$ cat config.mk
export PLATFORM = sky130hd
export DESIGN_NAME = seq_alu_flat
export DESIGN_NICKNAME = d
export VERILOG_FILES = /design/src/rtl/alu_pkg.sv /design/src/rtl/seq_alu_if.sv /design/src/rtl/alu_iter_unit.sv /design/src/rtl/seq_alu.sv /design/src/flat_wrapper.sv
export SDC_FILE = /design/constraint.sdc
export NUM_CORES = 1
export LEC_CHECK = 0
export ABC_CLOCK_PERIOD_IN_PS = 5970
export CORE_UTILIZATION = 50
export DETAILED_ROUTE_END_ITERATION = 10
export PLACE_DENSITY_LB_ADDON = 0.15
export SYNTH_ARGS = -nofsm -noshare
export SYNTH_HDL_FRONTEND = slang
export SYNTH_SLANG_ARGS = --single-unit
$ cat constraint.sdc
create_clock -name clk -period 5.97 [get_ports clk]
set_clock_uncertainty 0.05 [all_clocks]
set_input_delay 0.597 -clock clk [delete_from_list [all_inputs] [get_ports clk]]
set_output_delay 0.597 -clock clk [all_outputs]
set_load 0.005 [all_outputs]
$ cat src/rtl/alu_pkg.sv
// rtl/alu_pkg.sv - opcodes, FSM state type and opcode legality helper for seq_alu
package alu_pkg;

    localparam logic [3:0] OP_ADD   = 4'h1;
    localparam logic [3:0] OP_SUB   = 4'h2;
    localparam logic [3:0] OP_MUL   = 4'h4;
    localparam logic [3:0] OP_DIV   = 4'h8;
    localparam logic [3:0] OP_AND   = 4'hC;
    localparam logic [3:0] OP_OR    = 4'hE;
    localparam logic [3:0] OP_ADDNF = 4'hF;

    typedef enum logic [1:0] {
        IDLE = 2'd0,
        MUL  = 2'd1,
        DIV  = 2'd2,
        DONE = 2'd3
    } alu_state_t;

    function automatic logic is_legal_op(input logic [3:0] op);
        return (op == OP_ADD) || (op == OP_SUB) || (op == OP_MUL) || (op == OP_DIV) ||
               (op == OP_AND) || (op == OP_OR)  || (op == OP_ADDNF);
    endfunction

endpackage

$ cat src/rtl/seq_alu_if.sv
// rtl/seq_alu_if.sv - issue/result bundle between the execute stage and seq_alu
interface seq_alu_if #(
    parameter int WIDTH = 16
);
    logic             start;
    logic [3:0]       ctrl;
    logic [WIDTH-1:0] in1;
    logic [WIDTH-1:0] in2;
    logic             busy;
    logic             done;
    logic [WIDTH-1:0] out;
    logic [WIDTH-1:0] r0;
    logic             overflow_flag;
    logic             div_zero;
    logic             illegal_op;

    modport master (
        output start, ctrl, in1, in2,
        input  busy, done, out, r0, overflow_flag, div_zero, illegal_op
    );

    modport slave (
        input  start, ctrl, in1, in2,
        output busy, done, out, r0, overflow_flag, div_zero, illegal_op
    );
endinterface

$ cat src/rtl/alu_iter_unit.sv
// rtl/alu_iter_unit.sv - shared shift-add multiply / restoring divide iteration engine
module alu_iter_unit #(
    parameter int WIDTH = 16
) (
    input  logic             clk,
    input  logic             rst_n,
    input  logic             load,
    input  logic             mode_div,
    input  logic [WIDTH-1:0] op_a,
    input  logic [WIDTH-1:0] op_b,
    input  logic             step,
    output logic             last,
    output logic [WIDTH-1:0] res_hi,
    output logic [WIDTH-1:0] res_lo
);
    localparam int CNT_W = $clog2(WIDTH + 1);

    // acc[2W:W] is the running high part (mul) or partial remainder (div);
    // acc[W-1:0] shifts out multiplier bits / dividend bits and shifts in product / quotient bits.
    logic [2*WIDTH:0] acc;
    logic [2*WIDTH:0] acc_next;
    logic [WIDTH-1:0] opnd;
    logic             div_mode_q;
    logic [CNT_W-1:0] cnt;
    logic [WIDTH:0]   mul_sum;
    logic [WIDTH:0]   rem_shift;
    logic [WIDTH+1:0] trial;

    // One iteration step for the latched mode
    always_comb begin
        mul_sum   = acc[2*WIDTH:WIDTH] + (acc[0] ? {1'b0, opnd} : {(WIDTH+1){1'b0}});
        rem_shift = acc[2*WIDTH-1:WIDTH-1];
        trial     = {1'b0, rem_shift} - {2'b00, opnd};
        if (div_mode_q) begin
            if (trial[WIDTH+1])
                acc_next = {rem_shift, acc[WIDTH-2:0], 1'b0};
            else
                acc_next = {trial[WIDTH:0], acc[WIDTH-2:0], 1'b1};
        end else begin
            acc_next = {1'b0, mul_sum, acc[WIDTH-1:1]};
        end
    end

    // Load operands on issue, then advance one step per cycle while running
    always_ff @(posedge clk or negedge rst_n) begin
        if (!rst_n) begin
            acc        <= '0;
            opnd       <= '0;
            div_mode_q <= 1'b0;
            cnt        <= '0;
        end else if (load) begin
            acc        <= {{(WIDTH+1){1'b0}}, (mode_div ? op_a : op_b)};
            opnd       <= mode_div ? op_b : op_a;
            div_mode_q <= mode_div;
            cnt        <= CNT_W'(WIDTH);
        end else if (step) begin
            acc        <= acc_next;
            cnt        <= cnt - 1'b1;
        end
    end

    // Results are the post-step values so the caller can register them on the final step
    assign last   = (cnt == CNT_W'(1));
    assign res_hi = acc_next[2*WIDTH-1:WIDTH];
    assign res_lo = acc_next[WIDTH-1:0];

endmodule

$ cat src/rtl/seq_alu.sv
// rtl/seq_alu.sv - registered execute-stage ALU with iterative mul/div (FAST_MUL_EN: single-cycle multiply)
module seq_alu #(
    parameter int WIDTH = 16
) (
    input  logic     clk,
    input  logic     rst_n,
    seq_alu_if.slave bus
);
    import alu_pkg::*;

    alu_state_t       state;
    alu_state_t       state_next;
    logic             accept;
    logic             running;
    logic             iter_load;
    logic             iter_div;
    logic             iter_last;
    logic [WIDTH-1:0] iter_hi;
    logic [WIDTH-1:0] iter_lo;
    logic [WIDTH-1:0] add_res;
    logic [WIDTH-1:0] sub_res;

    assign accept   = (state == IDLE) && bus.start;
    assign running  = (state == MUL) || (state == DIV);
    assign iter_div = (bus.ctrl == OP_DIV);
    assign add_res  = bus.in1 + bus.in2;
    assign sub_res  = bus.in1 - bus.in2;

`ifdef FAST_MUL_EN
    logic [2*WIDTH-1:0] fast_prod;
    assign fast_prod = {{WIDTH{1'b0}}, bus.in1} * {{WIDTH{1'b0}}, bus.in2};
    assign iter_load = accept && iter_div && (bus.in2 != '0);
`else
    assign iter_load = accept && ((bus.ctrl == OP_MUL) || (iter_div && (bus.in2 != '0)));
`endif

    alu_iter_unit #(.WIDTH(WIDTH)) u_iter (
        .clk      (clk),
        .rst_n    (rst_n),
        .load     (iter_load),
        .mode_div (iter_div),
        .op_a     (bus.in1),
        .op_b     (bus.in2),
        .step     (running),
        .last     (iter_last),
        .res_hi   (iter_hi),
        .res_lo   (iter_lo)
    );

    // State register
    always_ff @(posedge clk or negedge rst_n) begin
        if (!rst_n) state <= IDLE;
        else        state <= state_next;
    end

    // Next state: iterative ops go through MUL/DIV, everything else straight to DONE
    always_comb begin
        state_next = state;
        case (state)
            IDLE: begin
                if (accept) begin
                    if (iter_load) state_next = iter_div ? DIV : MUL;
                    else           state_next = DONE;
                end
            end
            MUL, DIV: if (iter_last) state_next = DONE;
            DONE:     state_next = IDLE;
            default:  state_next = IDLE;
        endcase
    end

    // Handshake outputs decoded from state
    always_comb begin
        bus.busy = running;
        bus.done = (state == DONE);
    end

    // Result and flag registers: load only on the edge that enters DONE
    always_ff @(posedge clk or negedge rst_n) begin
        if (!rst_n) begin
            bus.out           <= '0;
            bus.r0            <= '0;
            bus.overflow_flag <= 1'b0;
            bus.div_zero      <= 1'b0;
            bus.illegal_op    <= 1'b0;
        end else if (accept && !iter_load) begin
            bus.overflow_flag <= 1'b0;
            bus.div_zero      <= 1'b0;
            bus.illegal_op    <= !is_legal_op(bus.ctrl);
            case (bus.ctrl)
                OP_ADD: begin
                    bus.out           <= add_res;
                    bus.overflow_flag <= (bus.in1[WIDTH-1] == bus.in2[WIDTH-1]) &&
                                         (add_res[WIDTH-1] != bus.in1[WIDTH-1]);
                end
                OP_ADDNF: bus.out <= add_res;
                OP_SUB: begin
                    bus.out           <= sub_res;
                    bus.overflow_flag <= (bus.in1[WIDTH-1] != bus.in2[WIDTH-1]) &&
                                         (sub_res[WIDTH-1] != bus.in1[WIDTH-1]);
                end
                OP_AND: bus.out <= bus.in1 & bus.in2;
                OP_OR:  bus.out <= bus.in1 | bus.in2;
`ifdef FAST_MUL_EN
                OP_MUL: {bus.r0, bus.out} <= fast_prod;
`endif
                OP_DIV: begin
                    bus.out      <= '1;
                    bus.r0       <= bus.in1;
                    bus.div_zero <= 1'b1;
                end
                default: ;
            endcase
        end else if (running && iter_last) begin
            bus.out           <= iter_lo;
            bus.r0            <= iter_hi;
            bus.overflow_flag <= 1'b0;
            bus.div_zero      <= 1'b0;
            bus.illegal_op    <= 1'b0;
        end
    end

endmodule

$ cat src/flat_wrapper.sv
// flat-port wrapper written by rule: the top's interface ports become plain ports
module seq_alu_flat import alu_pkg::*;
#(
    parameter int WIDTH = 16
)
  (clk, rst_n, bus_start, bus_ctrl, bus_in1, bus_in2, bus_busy, bus_done, bus_out, bus_r0, bus_overflow_flag, bus_div_zero, bus_illegal_op);
  seq_alu_if #(.WIDTH(WIDTH)) bus_i ();
  input  logic clk;
  input  logic rst_n;
  input wire logic [$bits(bus_i.start)-1:0] bus_start;
  input wire logic [$bits(bus_i.ctrl)-1:0] bus_ctrl;
  input wire logic [$bits(bus_i.in1)-1:0] bus_in1;
  input wire logic [$bits(bus_i.in2)-1:0] bus_in2;
  output wire logic [$bits(bus_i.busy)-1:0] bus_busy;
  output wire logic [$bits(bus_i.done)-1:0] bus_done;
  output wire logic [$bits(bus_i.out)-1:0] bus_out;
  output wire logic [$bits(bus_i.r0)-1:0] bus_r0;
  output wire logic [$bits(bus_i.overflow_flag)-1:0] bus_overflow_flag;
  output wire logic [$bits(bus_i.div_zero)-1:0] bus_div_zero;
  output wire logic [$bits(bus_i.illegal_op)-1:0] bus_illegal_op;
  assign bus_i.start = bus_start;
  assign bus_i.ctrl = bus_ctrl;
  assign bus_i.in1 = bus_in1;
  assign bus_i.in2 = bus_in2;
  assign bus_busy = bus_i.busy;
  assign bus_done = bus_i.done;
  assign bus_out = bus_i.out;
  assign bus_r0 = bus_i.r0;
  assign bus_overflow_flag = bus_i.overflow_flag;
  assign bus_div_zero = bus_i.div_zero;
  assign bus_illegal_op = bus_i.illegal_op;
  seq_alu #(.WIDTH(WIDTH)) u_core (.clk(clk), .rst_n(rst_n), .bus(bus_i));
endmodule
**Word-level counts from Yosys, hierarchy flattened**

Index checks and enable logic that the tools add are counted.

- Multiplexer cells: 26
- Reductions and logical operators: 26
- Shift-type cells: 0
- Add/subtract/negate cells: 5
- Bitwise gates (word level): 2
- Equal/unequal tests: 19
- $mul: 0
- $lt $le $gt $ge: 0
- Div/mod/pow operators: 0

Operators with widths:

| operator | number |
|---|---|
| 2-to-1 mux 33 bit | 4 |
| 2-to-1 mux 16 bit | 8 |
| one-hot mux 16 bit (5 select lines) | 1 |
| subtractor 17 x 16 -> 18 bit | 1 |
| adder 17 bit | 1 |
| adder 16 bit | 1 |
| bitwise AND 16 bit | 1 |
| == test 4 bit, second input constant | 4 |
| OR 16 bit | 1 |
| nonzero test 16 bit | 1 |
| subtractor 16 bit | 1 |
| 2-to-1 mux 5 bit | 2 |
| logical OR 1 bit | 8 |
| 2-to-1 mux 2 bit | 4 |
| logical AND 1 bit | 7 |
| != test 2 x 1 -> 1 bit, second input constant | 3 |
| != test 6 x 5 -> 1 bit, second input constant | 1 |
| one-hot mux 2 bit (3 select lines) | 1 |
| AND reduction 2 bit | 3 |
| == test 5 x 1 -> 1 bit, second input constant | 1 |
| 2-to-1 mux 1 bit | 5 |
| subtractor 5 x 1 -> 5 bit, second input constant | 1 |
| == test 2 bit, second input constant | 2 |
| == test 4 x 1 -> 1 bit, second input constant | 1 |
| 10 further kinds | 15 |

- Latch bits: 0
- Memory bits (read-only): 0
- Bits in registers: 92
- Output and inout port bits: 37
- Bits of input ports: 39
- Memories: 0
- Bits in writable memories: 0

**Logic depth before layout (Yosys ltp)**

- Depth in word-level cells: 9
- Depth in mapped cells: 12

**By module**

From an unflattened synthesis, not the netlist that was laid out.

- Cells, all modules: 1202
- Area, all modules: 9426.5 sq um

By module, submodules not included:

| module | instances | cells an instance | area an instance (sq um) | seq. area each (sq um) |
|---|---|---|---|---|
| alu_iter_unit | 1 | 591 | 4913.5 | 1376.3 |
| seq_alu | 1 | 611 | 4513.1 | 925.9 |

**Worst setup path before layout**

Ideal clock, no wire load.

- Path kind: input to register
- Start point: input bus_in2[2]
- End point: register u_core.bus.out[12]
- Buffers on the path: 0
- Setup slack: 2.902 ns
- Stages: 10
- Data arrival time: 2.897 ns
- Cell sequence: inv_1 ha_1 nor2b_1 o31a_1 o41a_1 a221o_1 and2_4 a211o_1 a32o_1 a22o_1

- Word-level cells in the longest chain between the ends: 8
- Elaborated cells on any way between the ends: 13
- Classes of those cells: 2 x add/sub; 1 x eq/ne; 2 x mux; 8 x reduce/logical

RTL lines:

| element | RTL line | text |
|---|---|---|
| from (decl) | flat_wrapper.sv:13 | `input wire logic [$bits(bus_i.in2)-1:0] bus_in2;` |
| branches (longest 8 deep; another with subtractor 16 bit) | -- |  |
| to (signal assigned) | seq_alu.sv:92 | `bus.out <= add_res;` |
| to (signal assigned) | seq_alu.sv:96 | `OP_ADDNF: bus.out <= add_res;` |
| to (signal assigned) | seq_alu.sv:98 | `bus.out <= sub_res;` |
| to (decl) | seq_alu_if.sv:24 | `output busy, done, out, r0, overflow_flag, div_zero, illegal_op` |

Several ways; the timed one is not identified.
A chain may end at the register's enable or synchronous reset.

**Worst setup path in the final report**

- Start point: input bus_ctrl[2]
- End point: register u_core.bus.r0[7]

- Word-level cells in the longest chain between the ends: 8
- Elaborated cells on any way between the ends: 11
- Classes of those cells: 3 x eq/ne; 1 x mux; 7 x reduce/logical

RTL lines:

| element | RTL line | text |
|---|---|---|
| from (decl) | flat_wrapper.sv:11 | `input wire logic [$bits(bus_i.ctrl)-1:0] bus_ctrl;` |
| == test 4 bit | seq_alu.sv:25, seq_alu.sv:90 |  |
| logical AND 1 bit | seq_alu.sv:34 | `assign iter_load = accept && ((bus.ctrl == OP_MUL) \|\| (iter_div && (bus.in2 != '0)));` |
| logical OR 1 bit | seq_alu.sv:34 |  |
| logical AND 1 bit | seq_alu.sv:34 |  |
| logical NOT 1 bit | seq_alu.sv:86 | `end else if (accept && !iter_load) begin` |
| logical AND 1 bit | seq_alu.sv:86 |  |
| != test 2 x 1 -> 1 bit (no source line) or nonzero test 2 bit (tied branches) | -- |  |
| AND reduction 2 bit (no source line) | -- |  |
| to (signal assigned) | seq_alu.sv:109 | `bus.r0 <= bus.in1;` |
| to (signal assigned) | seq_alu.sv:116 | `bus.r0 <= iter_hi;` |
| to (decl) | seq_alu_if.sv:24 |  |

Several ways; a longest one is shown, not always the timed one.

==> impl_metrics.toml <==
[clocking]
cts.clk_slew.worst_paths_ns = 0.07
postCtsHoldBufs = 0
cts_tree = "built"
htreeDepth = 3
cts.sinks = 92
ctsResizeCount = 0
root_buffer = "clkbuf_16"
cts_setup_buffers = 0
numCtsBuffers = 9
clock_latency_ns = 0.35
clockBufferDepth = 2

[global_routing]
grt_pass1_vias = 8162
grt_first_pass_wirelength_um = 44200
grt_usage_pct = 31.1
overflow = 0
antenna_found_initial = 0
grt_max_degree = 61

[setup_path]
cp.arrival_ns = 4.25
critPathCapture = "u_core.bus.r0[7]"
ff2ff_path_depth = 12
r2r_start = "u_core.u_iter.acc[0]"
crit_family = "compound AO/OA/AOI/OAI gates"
critPathKind = "input port to register"
crit_path_max_incr_delay_ns = 0.99
cp.depth = 9
cp-end-kind = "register"
crit_slowest_cell = "clkdlybuf4s50_1"
cp-start-kind = "input port"
crit_chain = "clkdlybuf4s50_1, xnor2_1, nor3_1, o22ai_2, nor2_1, buf_4, a21oi_1, a2111oi_0, a211o_1"
crit_required_ns = 6.15
critPathLaunch = "bus_ctrl[2]"
reg2reg_to = "u_core.bus.r0[13]"
r2r_slack_ns = 2.24
crit_path_max_fanout = 22
critPathBufInv = 2

[status]
status = "completed"

[sta]
grt_setup_unrepaired = "false"
tightest_slew_ns = 1.08
relSlewSlack_pct = 27.8
setup_viol = 0
min_period_over_period_pct = 68.2
hold_viol = 0
max_freq_mhz = 246
period_minus_slack_ns = 4.07
finalSetupTns_ns = 0
slew_viol_final = 0

[routing]
drt_iter0_drc = 775
drc = 0
wl_per_cell_um = 19.6
ant_nets = 0
vias = 8843
drtPass1Iterations = 5
via_per_inst = 6.25
wirelength_um = 27800

[synth]
synth_cells = 1155
syn_avg_cell_area_um2 = 7.71
async_reset_ff_share_pct = 100
ys_warn_count = 0
synth_nets = 1281
synth_edf_count = 0
synth-seq-cells = 92
synth.yosys.seq_area_share_pct = 25.8
syn-cell-area_um2 = 8910
synth_ff_type = "dfrtp_1"
ys_types = 72

[cells_and_area]
final_cells = 1416
fin_nets = 1312
antenna_cells = 0
n_fill_cell = 1654
drive_gt1_share_pct = 3.53
postLayoutCoreUtil_pct = 57.9
syn2layout_area_growth_pct = 12.9

[run]
max_cap_violations = 0

[power_and_ir_drop]
power_density_nw_per_um2 = 498
p_leak_nw = 4.31
peakVddDrop_uv = 322

[die]
num_rows = 48
io_pins = 76
dieWidth_um = 135
die-area_um2 = 18400
die_y_um = 135
initial_core_util_pct = 51.3
coreArea_um2 = 17400

[place]
port_buffers = 75
gp_congestion = 0.928
dp_cells = 1400
hpwl_um = 21100

[worst_hold_path]
min_path_type = "input port to async pin"
-- area by class of cell --
type,count,area [um2],area share (%)
well taps,225,282,2.80
inverters,79,297,2.95
flip-flops and latches,92,2300,22.9
clock buffers,9,225,2.24
multi-input cells,919,6050,60.2
clock inverters,7,73.8,0.734
repair buffers,85,823,8.19
-- where the power goes --
part	total [mW]	switching [mW]	internal, mW
Sequential	1.18	0.274	0.907
Clock	0.590	0.261	0.328
Combinational	3.24	1.87	1.37
Total	5.01	2.41	2.61
-- cell families after synthesis --
logic type,count (synthesis),share of synthesized area (%)
xor+xnor,28,2.75
fa+ha+maj,87,12.6
simple gates,369,19.4
flops,92,25.8
compound gates,408,30.2
buf+inv,144,6.25
mux,27,3.09
-- synth_stat cells (4+ instances only) --
cell,n,area [um2]
o211ai_1,22,165
a31oi_1,11,68.8
buf_1,5,18.8
or3_1,10,62.6
nor2_1,118,443
nand3_1,35,175
a32o_1,4,40.0
a211oi_1,24,180
nand2_1,91,342
a311oi_1,4,35.0
nor3_1,33,165
and2_1,18,113
mux2i_1,23,230
ha_1,83,1040
a2111oi_0,7,61.3
o21bai_1,9,67.6
a21oi_1,103,515
o21a_1,12,90.1
o41ai_1,5,43.8
o31ai_1,12,90.1
a31o_1,4,35.0
inv_1,77,289
a221o_1,5,50.1
nor4_1,9,56.3
nor2b_1,22,138
and3_1,7,43.8
xnor2_1,16,140
xor2_1,12,105
nand2b_1,9,56.3
fa_1,4,80.1
o22ai_1,15,93.8
o21ai_0,83,415
clkbuf_1,52,195
dfrtp_1,92,2300
or2_1,4,25.0
a211o_1,8,70.1
o21ai_1,13,65.1
a221oi_1,7,61.3
o31a_1,5,43.8
buf_2,7,35.0
o221ai_1,8,70.1
a21o_1,16,120
-- sequential cells by signal, indices dropped and copies added, names as in the netlist --
signal	flops
u_core.u_iter.opnd	16
u_core.state	2
u_core.bus.overflow_flag	1
u_core.u_iter.div_mode_q	1
u_core.bus.illegal_op	1
u_core.bus.out	16
u_core.bus.r0	16
u_core.u_iter.acc	33
u_core.bus.div_zero	1
u_core.u_iter.cnt	5
-- worst min-delay path by stage --
stage                           endpoint  slack [ns]  cells past startpoint
floorplan            u_core.bus.div_zero        0.25                      0
global placement       u_core.bus.out[3]        0.43                      1
detailed placement     u_core.bus.out[3]        0.43                      1
CTS                 u_core.u_iter.acc[3]        0.17                      1
global route        u_core.u_iter.acc[3]        0.18                      1
finish              u_core.u_iter.acc[6]        0.15                      1
-- per-stage QoR --
step | hold WS (ns) | cell area (um2) | total power [mW] | setup WS, ns
4_1_cts | 0.170 | 10100 | 4.97 | 1.96
5_1_grt | 0.180 | 10100 | 5.42 | 1.66
3_3_place_gp | 0.434 | 9760 | 4.32 | 1.68
2_1_floorplan | 0.251 | 8910 | 3.42 | 2.90
6_report | 0.154 | 10100 | 5.01 | 1.90
3_5_place_dp | 0.429 | 9760 | 4.36 | 1.61
-- cells in the final DEF (no fill, tap or decap), types with 23 or more instances in the layout --
master           instances
a211oi_1                24
a21oi_1                103
clkdlybuf4s50_1         74
dfrtp_1                 91
ha_1                    82
inv_1                   77
mux2i_1                 23
nand2_1                 91
nand3_1                 35
nor2_1                 118
nor3_1                  33
o21ai_0                 83
-- routing by layer --
metal | vias to the layer above | GRT usage, % | part of all wire [%]
met5 | - | 0 | 0
li1 | 4274 | - | -
met4 | 0 | 11.1 | 3.0
met1 | 4196 | 44.9 | 47
met2 | 326 | 47.7 | 44
met3 | 47 | 3.78 | 5.9
No activity file was read; power rests on OpenSTA's default activity.
